File: config.mk
export PLATFORM = sky130hd
export DESIGN_NAME = pb_command_sequencer
export DESIGN_NICKNAME = d
export VERILOG_FILES = /design/src/rtl/pb_command_sequencer.sv
export SDC_FILE = /design/constraint.sdc
export NUM_CORES = 1
export LEC_CHECK = 0
export BUFFER_PORTS_ARGS = -buffer_cell sky130_fd_sc_hd__buf_2
export CAP_MARGIN = 20
export CORE_MARGIN = 2
export CORE_UTILIZATION = 50
export DETAILED_ROUTE_END_ITERATION = 12
export GPL_TIMING_DRIVEN = 0
export PLACE_DENSITY = 0.65
export SLEW_MARGIN = 30
export SYNTH_ARGS = -nofsm -noshare
export SYNTH_HDL_FRONTEND = slang
export SYNTH_SLANG_ARGS = --single-unit
File: constraint.sdc
create_clock -name clock -period 3.38 [get_ports clock]
set_clock_uncertainty 0.05 [all_clocks]
set_input_delay 0.507 -clock clock [delete_from_list [all_inputs] [get_ports clock]]
set_output_delay 0.507 -clock clock [all_outputs]
set_load 0.02 [all_outputs]
File: src/rtl/pb_command_sequencer.sv
// Peripheral-bus command sequencer: queues parser commands, runs one engine at a
// time under a timeout, and hands a status record to the response formatter.
module pb_command_sequencer #(
  parameter int CLOCK_FREQUENCY = 27000000,
  parameter int TIMEOUT_CYCLES  = 2700,
  parameter int GAP_CYCLES      = 27,
  parameter int FIFO_DEPTH      = 4
) (
  input  logic       clock,
  input  logic       reset,
  input  logic       cmd_valid,
  output logic       cmd_ready,
  input  logic [2:0] cmd_code,
  output logic       substate_pb_i_write4_active,
  output logic       substate_pb_read4_active,
  output logic       substate_pb_adc4_active,
  output logic       substate_pb_adc1_active,
  output logic       substate_pb_test_active,
  input  logic       substate_pb_i_write4_complete,
  input  logic       substate_pb_read4_complete,
  input  logic       substate_pb_adc4_complete,
  input  logic       substate_pb_adc1_complete,
  input  logic       substate_pb_test_complete,
  output logic       resp_valid,
  input  logic       resp_ready,
  output logic [2:0] resp_cmd,
  output logic [1:0] resp_status,
  output logic       busy
);

  localparam int PTR_W = (FIFO_DEPTH < 2) ? 1 : $clog2(FIFO_DEPTH);
  localparam int CNT_W = PTR_W + 1;
  localparam int GAP_W = (GAP_CYCLES < 1) ? 1 : $clog2(GAP_CYCLES + 1);
  localparam logic [15:0]      TMO_LAST = 16'(TIMEOUT_CYCLES - 1);
  localparam logic [CNT_W-1:0] FULL_CNT = CNT_W'(FIFO_DEPTH);
  localparam logic [GAP_W-1:0] GAP_LAST = GAP_W'(GAP_CYCLES);

  if (CLOCK_FREQUENCY <= 0 || TIMEOUT_CYCLES < 2 || TIMEOUT_CYCLES > 65535 ||
      GAP_CYCLES < 0 || FIFO_DEPTH < 2 || FIFO_DEPTH > 16 ||
      (FIFO_DEPTH & (FIFO_DEPTH - 1)) != 0) begin : g_bad_params
    $error("pb_command_sequencer: illegal parameter combination");
  end

  typedef enum logic [2:0] {IDLE, DISPATCH, WAIT_COMPLETE, RESPOND, GAP} state_t;

  state_t           state_q, state_d;
  logic [2:0]       mem_q [FIFO_DEPTH];
  logic [PTR_W-1:0] wr_ptr_q, rd_ptr_q;
  logic [CNT_W-1:0] count_q, count_d;
  logic             cmd_ready_q;
  logic [2:0]       cur_code_q, cur_code_d;
  logic [4:0]       active_q, active_d;
  logic [15:0]      tmo_q, tmo_d;
  logic [GAP_W-1:0] gap_q, gap_d;
  logic             resp_valid_q, resp_valid_d;
  logic [2:0]       resp_cmd_q, resp_cmd_d;
  logic [1:0]       resp_status_q, resp_status_d;
  logic [4:0]       complete_vec;
  logic             push, pop;

  assign push = cmd_valid && cmd_ready_q;
  assign pop  = (state_q == IDLE) && (count_q != '0);
  assign complete_vec = {substate_pb_test_complete, substate_pb_adc1_complete,
                         substate_pb_adc4_complete, substate_pb_read4_complete,
                         substate_pb_i_write4_complete};

  always_comb begin
    count_d = count_q;
    case ({push, pop})
      2'b10:   count_d = count_q + CNT_W'(1);
      2'b01:   count_d = count_q - CNT_W'(1);
      default: count_d = count_q;
    endcase
  end

  // Ready is registered from the next occupancy so a full queue refuses a push
  // even on the cycle its head is being popped.
  always_ff @(posedge clock or negedge reset) begin
    if (!reset) begin
      wr_ptr_q    <= '0;
      rd_ptr_q    <= '0;
      count_q     <= '0;
      cmd_ready_q <= 1'b1;
      for (int i = 0; i < FIFO_DEPTH; i++) mem_q[i] <= '0;
    end else begin
      if (push) begin
        mem_q[wr_ptr_q] <= cmd_code;
        wr_ptr_q        <= wr_ptr_q + PTR_W'(1);
      end
      if (pop) rd_ptr_q <= rd_ptr_q + PTR_W'(1);
      count_q     <= count_d;
      cmd_ready_q <= (count_d != FULL_CNT);
    end
  end

  always_ff @(posedge clock or negedge reset) begin
    if (!reset) begin
      state_q       <= IDLE;
      cur_code_q    <= '0;
      active_q      <= '0;
      tmo_q         <= '0;
      gap_q         <= '0;
      resp_valid_q  <= 1'b0;
      resp_cmd_q    <= '0;
      resp_status_q <= '0;
    end else begin
      state_q       <= state_d;
      cur_code_q    <= cur_code_d;
      active_q      <= active_d;
      tmo_q         <= tmo_d;
      gap_q         <= gap_d;
      resp_valid_q  <= resp_valid_d;
      resp_cmd_q    <= resp_cmd_d;
      resp_status_q <= resp_status_d;
    end
  end

  always_comb begin
    state_d       = state_q;
    cur_code_d    = cur_code_q;
    active_d      = active_q;
    tmo_d         = tmo_q;
    gap_d         = gap_q;
    resp_valid_d  = resp_valid_q;
    resp_cmd_d    = resp_cmd_q;
    resp_status_d = resp_status_q;
    case (state_q)
      IDLE: begin
        if (count_q != '0) begin
          cur_code_d = mem_q[rd_ptr_q];
          state_d    = DISPATCH;
        end
      end
      DISPATCH: begin
        if (cur_code_q <= 3'd4) begin
          active_d = 5'd1 << cur_code_q;
          tmo_d    = '0;
          state_d  = WAIT_COMPLETE;
        end else begin
          resp_valid_d  = 1'b1;
          resp_cmd_d    = cur_code_q;
          resp_status_d = 2'd2;
          state_d       = RESPOND;
        end
      end
      // active_q is one-hot, so masking picks out only the running engine;
      // testing complete first lets it win over the terminal count.
      WAIT_COMPLETE: begin
        if ((active_q & complete_vec) != '0) begin
          active_d      = '0;
          resp_valid_d  = 1'b1;
          resp_cmd_d    = cur_code_q;
          resp_status_d = 2'd0;
          state_d       = RESPOND;
        end else if (tmo_q == TMO_LAST) begin
          active_d      = '0;
          resp_valid_d  = 1'b1;
          resp_cmd_d    = cur_code_q;
          resp_status_d = 2'd1;
          state_d       = RESPOND;
        end else if (tmo_q != 16'hFFFF) begin
          tmo_d = tmo_q + 16'd1;
        end
      end
      RESPOND: begin
        if (resp_ready) begin
          resp_valid_d = 1'b0;
          gap_d        = '0;
          state_d      = (GAP_CYCLES == 0) ? IDLE : GAP;
        end
      end
      // GAP holds through a count of 0..GAP_CYCLES, keeping the next
      // activation GAP_CYCLES+3 cycles behind the handshake.
      GAP: begin
        if (gap_q == GAP_LAST) state_d = IDLE;
        else                   gap_d   = gap_q + GAP_W'(1);
      end
      default: state_d = IDLE;
    endcase
  end

  assign cmd_ready                   = cmd_ready_q;
  assign substate_pb_i_write4_active = active_q[0];
  assign substate_pb_read4_active    = active_q[1];
  assign substate_pb_adc4_active     = active_q[2];
  assign substate_pb_adc1_active     = active_q[3];
  assign substate_pb_test_active     = active_q[4];
  assign resp_valid                  = resp_valid_q;
  assign resp_cmd                    = resp_cmd_q;
  assign resp_status                 = resp_status_q;
  assign busy                        = (state_q != IDLE) || (count_q != '0);

endmodule

==> run metrics <==
Pleak=between 0.0015 and 0.002 µW; Max Transition Viols Final=0; Die Span Y=between 80 and 90 µm; post-synthesis mux area share=11.74%; number of global-route vias before repair=around 2200; post-synth cell types=slightly below 60; most frequent cells in the layout=dfrtp_1, mux2_2, nand2_1, buf_2, o21ai_0; Worst path max stage delay=around 0.7 ns; EDFF count, synth=0; Yosys warning total=0; Cell Rows=28; largest net degree at the start of global routing=59; #FFs+latches synth=58; Placed Area=between 3000 and 4000 µm²; # hold bufs at CTS=0; DP Cell Count=between 300 and 400; final hold violation count=0; Final Cell Area=roughly 3500 µm²; post-CTS setup buffers=0; Syn-to-layout area delta=15.22%; final WL=roughly 6300 µm; Syn Area/Cell=11.12 µm²; Slew HR=~52%; global-route wire length before repair=10740 µm; cells along the critical path=clkbuf_1, nor4_2, ha_1, inv_1, fa_1, xor2_1, nor2_1, xor2_1, nand2_1; worst-path maximum fanout=10; Main synth FF type=dfrtp_1; CP Capture Type=register; Combinational Power Share=a little under 40%; hold_ws=about 0.18 ns; die area=6758 µm²; port bufs=24; Final Power=3243 µW; Post-synth ARST share=100.0%; Tightest Pin Transition=a little over 0.7 ns; Max H-tree Level=3; later-pin clock latency in the skew report=0.34 ns; total CTS buffers=9; Post-Layout Cell Count=390; status=finished clean; CTS tree=done; diodes inserted=0; first-pass iteration count of the detailed router=4; fillers=roughly 530; Post-Syn Area=3058 µm²; most common cell after layout, fill and taps aside=dfrtp_1; number of gates resized after cts=0; core area=5921 µm²; Fin Setup TNS=0 ns; io pins=25; Final min period=about 2.8 ns; Critical Path RT=about 3.6 ns; share of the synthesized area in the top cell type=a little under half; CP Launch Type=register; switching share of power=37.75%; Syn Nets=roughly 300; total number of vias=2287; P_sw=1224 µW; flop2flop setup slack=0.61 ns; grt ovf=0; adder-cell area share of the yosys netlist=roughly 3.5%; total clock sinks=slightly below 60; clock share of power=roughly 25%; Reg clk slew, reported paths=roughly 0.08 ns; gpl congestion=between 0.7 and 0.8; DRT iter0 DRCs=145; Pint=2019 µW; initial antenna violation count=0; Max Buffers Root-to-Sink=2; Area contributors post-synth=dfrtp_1, mux2_2, nand2_1, ha_1, o22a_1; DP HPWL=4503 µm; crit path launch=state_q[0]$_DFFE_PN0P_; most used cell, CP=xor2_1; CP arrival=2.99 ns; initial core utilization=approximately half; routed wire length per instance=roughly 16 µm; Routed Antenna Nets=0; register share of total power=36.1%; Seq/Total Area, Yosys=a little under half; total track usage=a little over a fifth; Die Wd=between 80 and 90 µm; largest area contributor in the netlist=dfrtp_1; VDD IR-drop max=0.5337 mV; power per cell area=slightly above 900 nW/µm²; f_max=between 300 and 400 MHz; Post-Synth XOR/XNOR Area=2.291%; # nets final=330; Compound-Gate Fraction of Synth Area=between 10% and 20%; area of the multi-input gates=between 1500 and 2000 µm²; clk root buf=clkbuf_8; cell count after synthesis=approximately 280; critical path type=register to register; RSZ-0062 raised after global routing=no; register area=around 1500 µm²; Slowest-stage cell, CP=nor4_2; Post-Synth Simple-Gate Area=a little over a fifth; Hold Crit Class=input port to async pin; crit share post-route=slightly above 80%; vias per inst=about 5.9; share of cells above drive strength 1=26.98%; DRC errors left=0; reg2reg start=state_q[0]$_DFFE_PN0P_; final setup fails=0; max_cap viols=0; largest family of logic cells by synthesized area=simple AND/OR/NAND/NOR gates
## per-stage QoR
stage               util [%]  worst slack, ns
CTS                    59.51           0.5785
detailed placement     55.30           0.5943
finish                 59.51           0.6082
floorplan                  -           0.9584
global placement       55.26           0.6226
global route           59.51           0.4008
## routing by layer
metal	share of wire, %	vias to the layer above	global-route usage (%)
met3	3.5	9	4.022
met2	47	41	31.61
met5	0	-	0
met4	1.8	0	9.000
li1	-	1102	-
met1	48	1135	29.87
## sequential cells by signal, summed over array words and instances, names as in the netlist, 3 cells and up
signal      cells
tmo_q          16
mem_q          12
active_q        5
gap_q           5
count_q         3
cur_code_q      3
resp_cmd        3
state_q         3
## path summary, 6_finish.rpt
path,endpoint,depth (start not counted)
worst max-delay path,cmd_ready$_DFF_PN1_,9
worst min-delay path,state_q[1]$_DFFE_PN0P_,1
worst max register to register,cmd_ready$_DFF_PN1_,9
worst min register to register,count_q[2]$_DFF_PN0_,1
max in group asynchronous,mem_q[3]$_DFFE_PN0P_,1
min in group clock,mem_q[9]$_DFFE_PN0P_,2
## power by group through the flow
| stage | registers (µW) | clock network, µW | logic [µW] |
|---|---|---|---|
| 6_report | 1170 | 799 | 1270 |
| 5_1_grt | 1210 | 845 | 1430 |
| 4_1_cts | 1170 | 811 | 1290 |
| 3_5_place_dp | 1180 | 0 | 1280 |
| 3_3_place_gp | 1170 | 0 | 1250 |
| 2_1_floorplan | 1180 | 0 | 929 |
## layout make-up
| cell class | count | area share (%) |
|---|---|---|
| Multi-Input combinational cell | 198 | 43.39 |
| Inverter | 11 | 1.172 |
| Timing Repair Buffer | 24 | 3.480 |
| Clock inverter | 7 | 3.551 |
| Buffer | 8 | 0.9943 |
| Clock buffer | 9 | 3.516 |
| Sequential cell | 58 | 41.23 |
| Tap cell | 75 | 2.663 |
## cell usage after synthesis (2+ instances only)
library cell	instances
dfrtp_1	57
mux2_2	25
nand2_1	24
o21ai_0	14
nor2_1	13
nand3_1	12
inv_1	10
nor3_1	10
o22a_1	10
ha_1	7
clkbuf_1	6
nand4_1	6
nor3b_1	6
xor2_1	5
a31oi_1	4
nor4_1	4
nor4b_1	4
and4_1	3
mux4_2	3
o211ai_1	3
xnor2_1	3
a211o_1	2
a21oi_1	2
and3_1	2
nand2b_1	2
o21a_1	2
o21ai_1	2
or3_1	2
or3b_1	2
or4_4	2
## worst max-delay path: cells and delay by family (launching register included)
kind	cells	cell delay, ns
xor+xnor	2	0.35
fa+ha+maj	2	0.70
buf+inv	2	0.29
flops	1	0.42
simple gates	3	0.90
## cells by family (layout without fill, tap and decap cells)
family | Yosys count | in the layout
compound gates | 47 | 47
xor+xnor | 8 | 8
fa+ha+maj | 8 | 8
buf+inv | 19 | 59
flops | 58 | 58
mux | 29 | 29
simple gates | 106 | 106
Power figures use the tool's default switching activity.
